### src/rtl/control_sequencer_if.sv
// Control sequencer bundle: run/opcode in, T-state, halt flag
// and every register strobe / bus-source select out.
interface control_sequencer_if #(
  parameter int OPW = 4
);
  logic           run;
  logic [OPW-1:0] ir_opcode;
  logic [2:0]     t_state;
  logic           halted;
  logic           pc_out;
  logic           pc_inc;
  logic           mar_ei;
  logic           ram_out;
  logic           ir_ei;
  logic           ir_out;
  logic           a_ei;
  logic           a_out;
  logic           b_ei;
  logic           alu_out;
  logic           sub;
  logic           out_ei;

  modport master (
    input  run,
    input  ir_opcode,
    output t_state,
    output halted,
    output pc_out,
    output pc_inc,
    output mar_ei,
    output ram_out,
    output ir_ei,
    output ir_out,
    output a_ei,
    output a_out,
    output b_ei,
    output alu_out,
    output sub,
    output out_ei
  );

  modport slave (
    output run,
    output ir_opcode,
    input  t_state,
    input  halted,
    input  pc_out,
    input  pc_inc,
    input  mar_ei,
    input  ram_out,
    input  ir_ei,
    input  ir_out,
    input  a_ei,
    input  a_out,
    input  b_ei,
    input  alu_out,
    input  sub,
    input  out_ei
  );
endinterface

### src/rtl/control_sequencer.sv
// T-state fetch/decode/execute sequencer for the 8-bit bus CPU.
// Advances on the falling clk edge so strobes are settled at posedge.
module control_sequencer #(
  parameter int OPW       = 4,
  parameter bit SHORT_CYC = 1'b1
) (
  input  logic clk,
  input  logic rst,
  control_sequencer_if.master bus
);

  localparam logic [2:0] T0 = 3'd0;
  localparam logic [2:0] T1 = 3'd1;
  localparam logic [2:0] T2 = 3'd2;
  localparam logic [2:0] T3 = 3'd3;
  localparam logic [2:0] T4 = 3'd4;
  localparam logic [2:0] T5 = 3'd5;

  localparam logic [OPW-1:0] OP_LDA = OPW'(4'b0001);
  localparam logic [OPW-1:0] OP_ADD = OPW'(4'b0010);
  localparam logic [OPW-1:0] OP_SUB = OPW'(4'b0011);
  localparam logic [OPW-1:0] OP_OUT = OPW'(4'b1110);
  localparam logic [OPW-1:0] OP_HLT = OPW'(4'b1111);

  logic [2:0]     t_q;
  logic [2:0]     t_nxt;
  logic [OPW-1:0] op_q;
  logic           halted_q;

  logic is_lda;
  logic is_add;
  logic is_sub;
  logic is_out;
  logic is_alu;
  logic is_mem;
  logic en;

  assign is_lda = (op_q == OP_LDA);
  assign is_add = (op_q == OP_ADD);
  assign is_sub = (op_q == OP_SUB);
  assign is_out = (op_q == OP_OUT);
  assign is_alu = is_add | is_sub;
  assign is_mem = is_lda | is_alu;
  assign en     = ~rst & bus.run & ~halted_q;

  always_comb begin
    t_nxt = T0;
    case (t_q)
      T0: t_nxt = T1;
      T1: t_nxt = T2;
      T2: t_nxt = T3;
      T3: t_nxt = (SHORT_CYC && !is_mem) ? T0 : T4;
      T4: t_nxt = (SHORT_CYC && is_lda) ? T0 : T5;
      default: t_nxt = T0;
    endcase
  end

  // Opcode and halt are taken on the edge that leaves T2.
  always_ff @(negedge clk or posedge rst) begin
    if (rst) begin
      t_q      <= T0;
      op_q     <= '0;
      halted_q <= 1'b0;
    end else if (bus.run && !halted_q) begin
      t_q <= t_nxt;
      if (t_q == T2) begin
        op_q <= bus.ir_opcode;
        if (bus.ir_opcode == OP_HLT)
          halted_q <= 1'b1;
      end
    end
  end

  logic s_pc_out;
  logic s_pc_inc;
  logic s_mar_ei;
  logic s_ram_out;
  logic s_ir_ei;
  logic s_ir_out;
  logic s_a_ei;
  logic s_a_out;
  logic s_b_ei;
  logic s_alu_out;
  logic s_sub;
  logic s_out_ei;

  always_comb begin
    s_pc_out  = 1'b0;
    s_pc_inc  = 1'b0;
    s_mar_ei  = 1'b0;
    s_ram_out = 1'b0;
    s_ir_ei   = 1'b0;
    s_ir_out  = 1'b0;
    s_a_ei    = 1'b0;
    s_a_out   = 1'b0;
    s_b_ei    = 1'b0;
    s_alu_out = 1'b0;
    s_sub     = 1'b0;
    s_out_ei  = 1'b0;
    unique case (1'b1)
      (t_q == T0): begin
        s_pc_out = 1'b1;
        s_mar_ei = 1'b1;
      end
      (t_q == T1): s_pc_inc = 1'b1;
      (t_q == T2): begin
        s_ram_out = 1'b1;
        s_ir_ei   = 1'b1;
      end
      (t_q == T3): begin
        s_ir_out = is_mem;
        s_mar_ei = is_mem;
        s_a_out  = is_out;
        s_out_ei = is_out;
      end
      (t_q == T4): begin
        s_ram_out = is_mem;
        s_a_ei    = is_lda;
        s_b_ei    = is_alu;
        s_sub     = is_sub;
      end
      (t_q == T5): begin
        s_alu_out = is_alu;
        s_a_ei    = is_alu;
        s_sub     = is_sub;
      end
      default: ;
    endcase
  end

  assign bus.t_state = t_q;
  assign bus.halted  = halted_q;
  assign bus.pc_out  = en & s_pc_out;
  assign bus.pc_inc  = en & s_pc_inc;
  assign bus.mar_ei  = en & s_mar_ei;
  assign bus.ram_out = en & s_ram_out;
  assign bus.ir_ei   = en & s_ir_ei;
  assign bus.ir_out  = en & s_ir_out;
  assign bus.a_ei    = en & s_a_ei;
  assign bus.a_out   = en & s_a_out;
  assign bus.b_ei    = en & s_b_ei;
  assign bus.alu_out = en & s_alu_out;
  assign bus.sub     = en & s_sub;
  assign bus.out_ei  = en & s_out_ei;

endmodule
### src/flat_wrapper.sv
// flat-port wrapper written by rule: the top's interface ports become plain ports
module control_sequencer_flat 
#(
  parameter int OPW       = 4,
  parameter bit SHORT_CYC = 1'b1
)
  (clk, rst, bus_run, bus_ir_opcode, bus_t_state, bus_halted, bus_pc_out, bus_pc_inc, bus_mar_ei, bus_ram_out, bus_ir_ei, bus_ir_out, bus_a_ei, bus_a_out, bus_b_ei, bus_alu_out, bus_sub, bus_out_ei);
  control_sequencer_if #(.OPW(OPW)) bus_i ();
  input  logic clk;
  input  logic rst;
  input wire logic [$bits(bus_i.run)-1:0] bus_run;
  input wire logic [$bits(bus_i.ir_opcode)-1:0] bus_ir_opcode;
  output wire logic [$bits(bus_i.t_state)-1:0] bus_t_state;
  output wire logic [$bits(bus_i.halted)-1:0] bus_halted;
  output wire logic [$bits(bus_i.pc_out)-1:0] bus_pc_out;
  output wire logic [$bits(bus_i.pc_inc)-1:0] bus_pc_inc;
  output wire logic [$bits(bus_i.mar_ei)-1:0] bus_mar_ei;
  output wire logic [$bits(bus_i.ram_out)-1:0] bus_ram_out;
  output wire logic [$bits(bus_i.ir_ei)-1:0] bus_ir_ei;
  output wire logic [$bits(bus_i.ir_out)-1:0] bus_ir_out;
  output wire logic [$bits(bus_i.a_ei)-1:0] bus_a_ei;
  output wire logic [$bits(bus_i.a_out)-1:0] bus_a_out;
  output wire logic [$bits(bus_i.b_ei)-1:0] bus_b_ei;
  output wire logic [$bits(bus_i.alu_out)-1:0] bus_alu_out;
  output wire logic [$bits(bus_i.sub)-1:0] bus_sub;
  output wire logic [$bits(bus_i.out_ei)-1:0] bus_out_ei;
  assign bus_i.run = bus_run;
  assign bus_i.ir_opcode = bus_ir_opcode;
  assign bus_t_state = bus_i.t_state;
  assign bus_halted = bus_i.halted;
  assign bus_pc_out = bus_i.pc_out;
  assign bus_pc_inc = bus_i.pc_inc;
  assign bus_mar_ei = bus_i.mar_ei;
  assign bus_ram_out = bus_i.ram_out;
  assign bus_ir_ei = bus_i.ir_ei;
  assign bus_ir_out = bus_i.ir_out;
  assign bus_a_ei = bus_i.a_ei;
  assign bus_a_out = bus_i.a_out;
  assign bus_b_ei = bus_i.b_ei;
  assign bus_alu_out = bus_i.alu_out;
  assign bus_sub = bus_i.sub;
  assign bus_out_ei = bus_i.out_ei;
  control_sequencer #(.OPW(OPW), .SHORT_CYC(SHORT_CYC)) u_core (.clk(clk), .rst(rst), .bus(bus_i));
endmodule
### config.mk
export PLATFORM = sky130hd
export DESIGN_NAME = control_sequencer_flat
export DESIGN_NICKNAME = d
export VERILOG_FILES = /design/src/rtl/control_sequencer_if.sv /design/src/rtl/control_sequencer.sv /design/src/flat_wrapper.sv
export SDC_FILE = /design/constraint.sdc
export NUM_CORES = 1
export LEC_CHECK = 0
export ABC_AREA = 1
export BUFFER_PORTS_ARGS = -buffer_cell sky130_fd_sc_hd__clkbuf_2
export CORE_AREA = 10 10 47 49
export DETAILED_ROUTE_END_ITERATION = 16
export DIE_AREA = 0 0 57 59
export PLACE_DENSITY_LB_ADDON = 0.08
export SLEW_MARGIN = 20
export SYNTH_ARGS = -nofsm -noshare
export SYNTH_HDL_FRONTEND = slang
export SYNTH_SLANG_ARGS = --single-unit
### constraint.sdc
create_clock -name clk -period 2.7 [get_ports clk]
set_input_delay 0.135 -clock clk [delete_from_list [all_inputs] [get_ports clk]]
set_output_delay 0.135 -clock clk [all_outputs]
set_load 0.01 [all_outputs]
==> metrics.yaml, run 1 <==
cts.sinks: 8
worstSetupPathType: "reg2out"
p_per_area_nw_per_um2: 247
vdd_drop_max_uv: 215
grt_usage_pct: 8.96
yosysTopAreaCell: "dfrtn_1"
ys_warn_count: 0
port_buffers: 22
nets: 123
synth_top_family_by_area: "simple AND/OR/NAND/NOR gates"
synth_mux_area_share_pct: 0
hold_class: "reg2reg"
worst-path-max-fanout: 3
dieWidth_um: 57
htree_levels: 1
slew_headroom_pct: 79.6
finClkSkew_ns: 0.00108
critical_path.top_delay_family: "flip-flops"
worstPathRequired_ns: 2.57
die_h_um: 59
ios: 23
dr.first_iter.drc_count: 13
maxCapViolations: 0
cts_tree: "done"
finalWirelength_um: 1540
n_fill_cell: 133
syn_area_um2: 546
pre_cts_ws_ns: 0.0522
cp_slowest_cell: "dfrtn_1"
synthTopCellsByArea: "dfrtn_1 (37%), nand2_1 (12%), o21ai_1 (6.4%)"
async_flop_share_pct: 100
syn_nets: 82
clkLatencyLatePin_ns: 0.26
power_uw: 220
avgSynthCellArea_um2: 7.27
critical_path.cell_chain: "inv_2, nor3_2, nand2_1, nor3_2, clkbuf_2"
cts_buffer_depth: 2
grt_pass1_wl_um: 2480
wire_per_inst_um: 11.8
leakagePower_uw: 0.000470
diodes: 0
hold_slack_ns: 0.447
hold_viol_final: 0
regArea_um2: 200
num_rows: 14
yosys_register_bits: 8
netlist_instances: 75
viasPerCell: 4.78
ys.flop_type: "dfrtn_1"
tightest_slew_ns: 0.305
cp.arrival_ns: 2.66
drc: 0
antenna_found_initial: 0
status: "complete, but fails checks"
finish.utilization_pct: 63.6
initial_core_util_pct: 38.9
dieArea_um2: 3360
grt_overflow: 0
vias: 621
end_kind: "output port"
areaGrowthSynthToFinish_pct: 63.3
synthAdderAreaFrac_pct: 0
yosysSeqAreaShare_pct: 36.7
path_buf_inv: 2
synth_top_area_share_pct: 36.7
cts_buffers: 3
crit_path_start_kind: "flip-flop"
synth_xor_area_share_pct: 0
drv_slew: 0
synth_cell_types: 20
synth_compound_area_share_pct: 11.7
dp.final_hpwl_um: 1120
root_buffer: "clkbuf_4"
ant_nets: 0
synthTopCellsByCount: "nand2_1 (18), dfrtn_1 (8), nor2_1 (7), o21ai_1 (7), inv_1 (6)"
critPathMaxStageDelay_ns: 0.42
drive_gt1_share_pct: 62.3
multiInputGateArea_um2: 365
yosysMostFrequentCell: "nand2_1"
fp.coreArea_um2: 1400
first_global_vias: 614
setup_violations: 11
path_clk_slew_ns: 0.04
timing.final.ws_setup_ns: -0.0948
grt_max_degree: 9
crit_top_cell: "nor3_2"
post_synth_and_or_nand_nor_area_fraction_pct: 42.7
dr.pass1.iters: 3
routabilityCongestion: 0.714
violations: "setup timing"
rsz0062_at_grt: "true"
synth_edf_count: 0
-- layout by cell type, fill, tap and decap left out --
cell type	instances
a21oi_2	2
and3_2	1
buf_2	9
buf_4	13
buf_6	3
clkbuf_2	12
clkbuf_4	3
dfrtn_1	8
inv_1	3
inv_2	6
inv_4	2
nand2_1	17
nand2_2	1
nand2_4	3
nand3_1	2
nand3_2	3
nand3_4	1
nand4_1	2
nor2_1	3
nor2_2	4
nor2_4	2
nor2_8	1
nor3_2	3
o21ai_0	2
o21ai_1	6
o21ai_2	2
-- worst register-to-register path, delay by kind of cell (launching register included) --
family / cells / cell delay, ns
DFF: 1 / 0.50
and+or+nand+nor: 3 / 0.17
buffers and inverters: 3 / 0.40
AOI/OAI and AO/OA: 1 / 0.06
-- final cells by class --
class / instances / share of cell area, %
Inverter: 11 / 5.20
Tap cell: 16 / 2.25
Timing Repair Buffer: 37 / 26.5
Sequential cell: 8 / 22.5
Multi-Input combinational cell: 55 / 41.0
Clock buffer: 3 / 2.53
-- final timing paths --
kind,startpoint,end,slack (ns),depth (start not counted)
min reg2reg,u_core.bus.halted$_DFFE_NP0P_,u_core.bus.halted$_DFFE_NP0P_,0.45,2
min in group asynchronous,rst,u_core.bus.t_state[2]$_DFFE_NP0P_,1.07,2
min,u_core.bus.halted$_DFFE_NP0P_,u_core.bus.halted$_DFFE_NP0P_,0.45,2
max in group asynchronous,rst,u_core.op_q[3]$_DFFE_NP0P_,1.37,2
max,u_core.op_q[1]$_DFFE_NP0P_,bus_sub,-0.09,5
max reg2reg,u_core.bus.t_state[2]$_DFFE_NP0P_,u_core.bus.t_state[1]$_DFFE_NP0P_,1.43,7
-- flip-flops by register name, summed over array words and instances, names as in the netlist --
name / cells
u_core.bus.halted: 1
u_core.bus.t_state: 3
u_core.op_q: 4
-- metrics by stage --
step / cell area (um2) / TNS (ns) / std cells
floorplan: 551 / 0 / 75
global placement: 681 / 0 / 113
detailed placement: 681 / 0 / 113
CTS: 797 / -0.637 / 125
global route: 891 / -1.37 / 130
finish: 891 / -0.578 / 130
-- routing by layer --
layer	global-route usage, %	wire length [um]
met5	0	0
met3	4.08	142
met1	9.07	604
met4	4.03	14
met2	15.5	777
-- cell families (layout without fill, tap and decap cells) --
logic type | after synthesis | in the layout
simple gates | 43 | 43
compound gates | 12 | 12
buf+inv | 12 | 51
flops | 8 | 8
-- what timing repair did --
| action | CTS | global route |
|---|---|---|
| hold buffers | 0 | 0 |
| resized for setup | 7 | 27 |
| setup endpoints to repair | 12 | 12 |
| buffers inserted | 9 | 5 |
| pin swaps | 7 | 7 |
-- report_power, final --
group | total [uW] | internal [uW] | switching, uW
Sequential | 121 | 121 | 0
Clock | 90.9 | 50.8 | 40.1
Combinational | 8.68 | 3.50 | 5.18
(Power assumes the default switching activity.)
==> run 2: changes to the inputs <==
Settings changed: BUFFER_PORTS_ARGS -buffer_cell sky130_fd_sc_hd__clkbuf_2 to not set, CTS_CLUSTER_SIZE set to 24, DONT_BUFFER_PORTS set to 1.
==> metrics.yaml, run 2 (same netlist as run 1, synthesis figures left out) <==
violations: "setup timing"
tightest_slew_ns: 0.296  # -0.00908 ns
p_per_area_nw_per_um2: 263  # +6.4%
num_rows: 14  # unchanged
regArea_um2: 200  # unchanged
crit_path_start_kind: "flip-flop"
pre_cts_ws_ns: 0.105  # +0.0526 ns
finalSetupTns_ns: -0.113  # +0.464 ns
dr.first_iter.drc_count: 4  # -9
nets: 104  # -15%
mostFrequentLayoutCell: "buf_4"
grt_overflow: 0  # unchanged
cts_buffers: 3  # unchanged
ios: 23  # unchanged
largest-register: "u_core.op_q"
wire_per_inst_um: 12.8  # +8.1%
dp.final_hpwl_um: 1070  # -4.0%
slew_headroom_pct: 80.2  # +0.61 points
drive_gt1_share_pct: 52.6  # -9.6 points
first_global_vias: 595  # -3.1%
n_fill_cell: 149  # +12%
routabilityCongestion: 0.717  # +0.39%
cts_tree: "done"
diodes: 0  # unchanged
htree_levels: 1  # unchanged
dr.pass1.iters: 4  # +1
ant_nets: 0  # unchanged
end_kind: "output port"
cp.arrival_ns: 2.60  # -0.06 ns
timing.final.ws_setup_ns: -0.0365  # +0.0583 ns
rsz0062_at_grt: "true"
vdd_drop_max_uv: 180  # -16%
hold_viol_final: 0  # unchanged
maxCapViolations: 0  # unchanged
finClkSkew_ns: 0.00109  # +0.00000178 ns
vias: 550  # -11%
areaGrowthSynthToFinish_pct: 47.5
root_buffer: "clkbuf_4"
critical_path.cell_chain: "nand4_1, nor3_2, buf_4"
initial_core_util_pct: 38.9  # unchanged
finish.utilization_pct: 57.4  # -6.2 points
cp_slowest_cell: "dfrtn_1"
largest_reg_flops: 4  # unchanged
finalWirelength_um: 1420  # -7.7%
grt_pass1_wl_um: 2500  # +0.81%
viasPerCell: 4.95  # +3.7%
final_cell_mix: "buf_4 (18), nand2_1 (15), dfrtn_1 (8)"
hold_class: "in2out"
worstPathRequired_ns: 2.57  # about the same
dieWidth_um: 57  # unchanged
leakagePower_uw: 0.000372  # -21%
critPathMaxStageDelay_ns: 0.51  # +0.09 ns
grt_max_degree: 9  # unchanged
antenna_found_initial: 0  # unchanged
path_clk_slew_ns: 0.04  # about the same
port_buffers: 0  # -100%
multiInputGateArea_um2: 383  # +4.8%
clkLatencyLatePin_ns: 0.26  # about the same
setup_violations: 4  # -7
die_h_um: 59  # unchanged
cts_buffer_depth: 2  # unchanged
grt_usage_pct: 9.25  # +0.29 points
placed_cells_incl_taps: 97  # -14%
worst-path-max-fanout: 4  # +1
power_uw: 212  # -3.9%
layout.cells.non_filler: 111  # -15%
drv_slew: 0  # unchanged
status: "complete, but fails checks"
fp.coreArea_um2: 1400  # unchanged
cts.sinks: 8  # unchanged
dieArea_um2: 3360  # unchanged
worstSetupPathType: "reg2out"
drc: 0  # unchanged
## run 2: timing repair
item	4_1_cts	5_1_grt
hold buffers	0	0
gates resized for setup	16	5
buffers inserted	9	2
endpoints found under the setup margin	12	12
pin swaps	7	7
## run 2: final timing paths
check	startpoint	end	slack, ns	cells after the start
min in group asynchronous	rst	u_core.bus.halted$_DFFE_NP0P_	0.94	1
hold reg to reg	u_core.op_q[1]$_DFFE_NP0P_	u_core.op_q[1]$_DFFE_NP0P_	0.53	2
setup reg to reg	u_core.bus.t_state[0]$_DFFE_NP0P_	u_core.op_q[3]$_DFFE_NP0P_	1.46	6
hold / removal	rst	bus_alu_out	0.47	3
max in group asynchronous	rst	u_core.bus.t_state[2]$_DFFE_NP0P_	1.50	1
setup / recovery	u_core.op_q[2]$_DFFE_NP0P_	bus_out_ei	-0.04	3
## run 2: layer usage
layer | part of all wire, % | vias to the layer above | GRT usage, %
li1 | - | 282 | -
met1 | 38 | 249 | 8.79
met2 | 50 | 17 | 16.0
met3 | 11 | 2 | 4.72
met4 | 0.84 | 0 | 5.03
met5 | 0 | - | 0
## run 2: final cells by class
class	count	share of cell area (%)
multi-input cells	55	47.6
clock buffers	3	2.80
repair buffers	18	16.8
well taps	16	2.49
flip-flops and latches	8	24.9
inverters	11	5.44
## run 2: stage by stage
step,hold WS (ns),cell area [um2]
2_1_floorplan,0.445,551
4_1_cts,0.456,767
5_1_grt,0.487,805
3_5_place_dp,0.443,616
6_report,0.469,805
3_3_place_gp,0.444,616
## run 2: worst max-delay path, delay by kind of cell (launching register included)
family | cells | cell delay, ns
simple gates | 2 | 0.33
buf+inv | 1 | 0.16
flops | 1 | 0.51
## run 2: power breakdown
part	switching [uW]	internal, uW
registers	0	121
clock network	37.4	50.6
logic	2.43	0.476
total	39.8	172
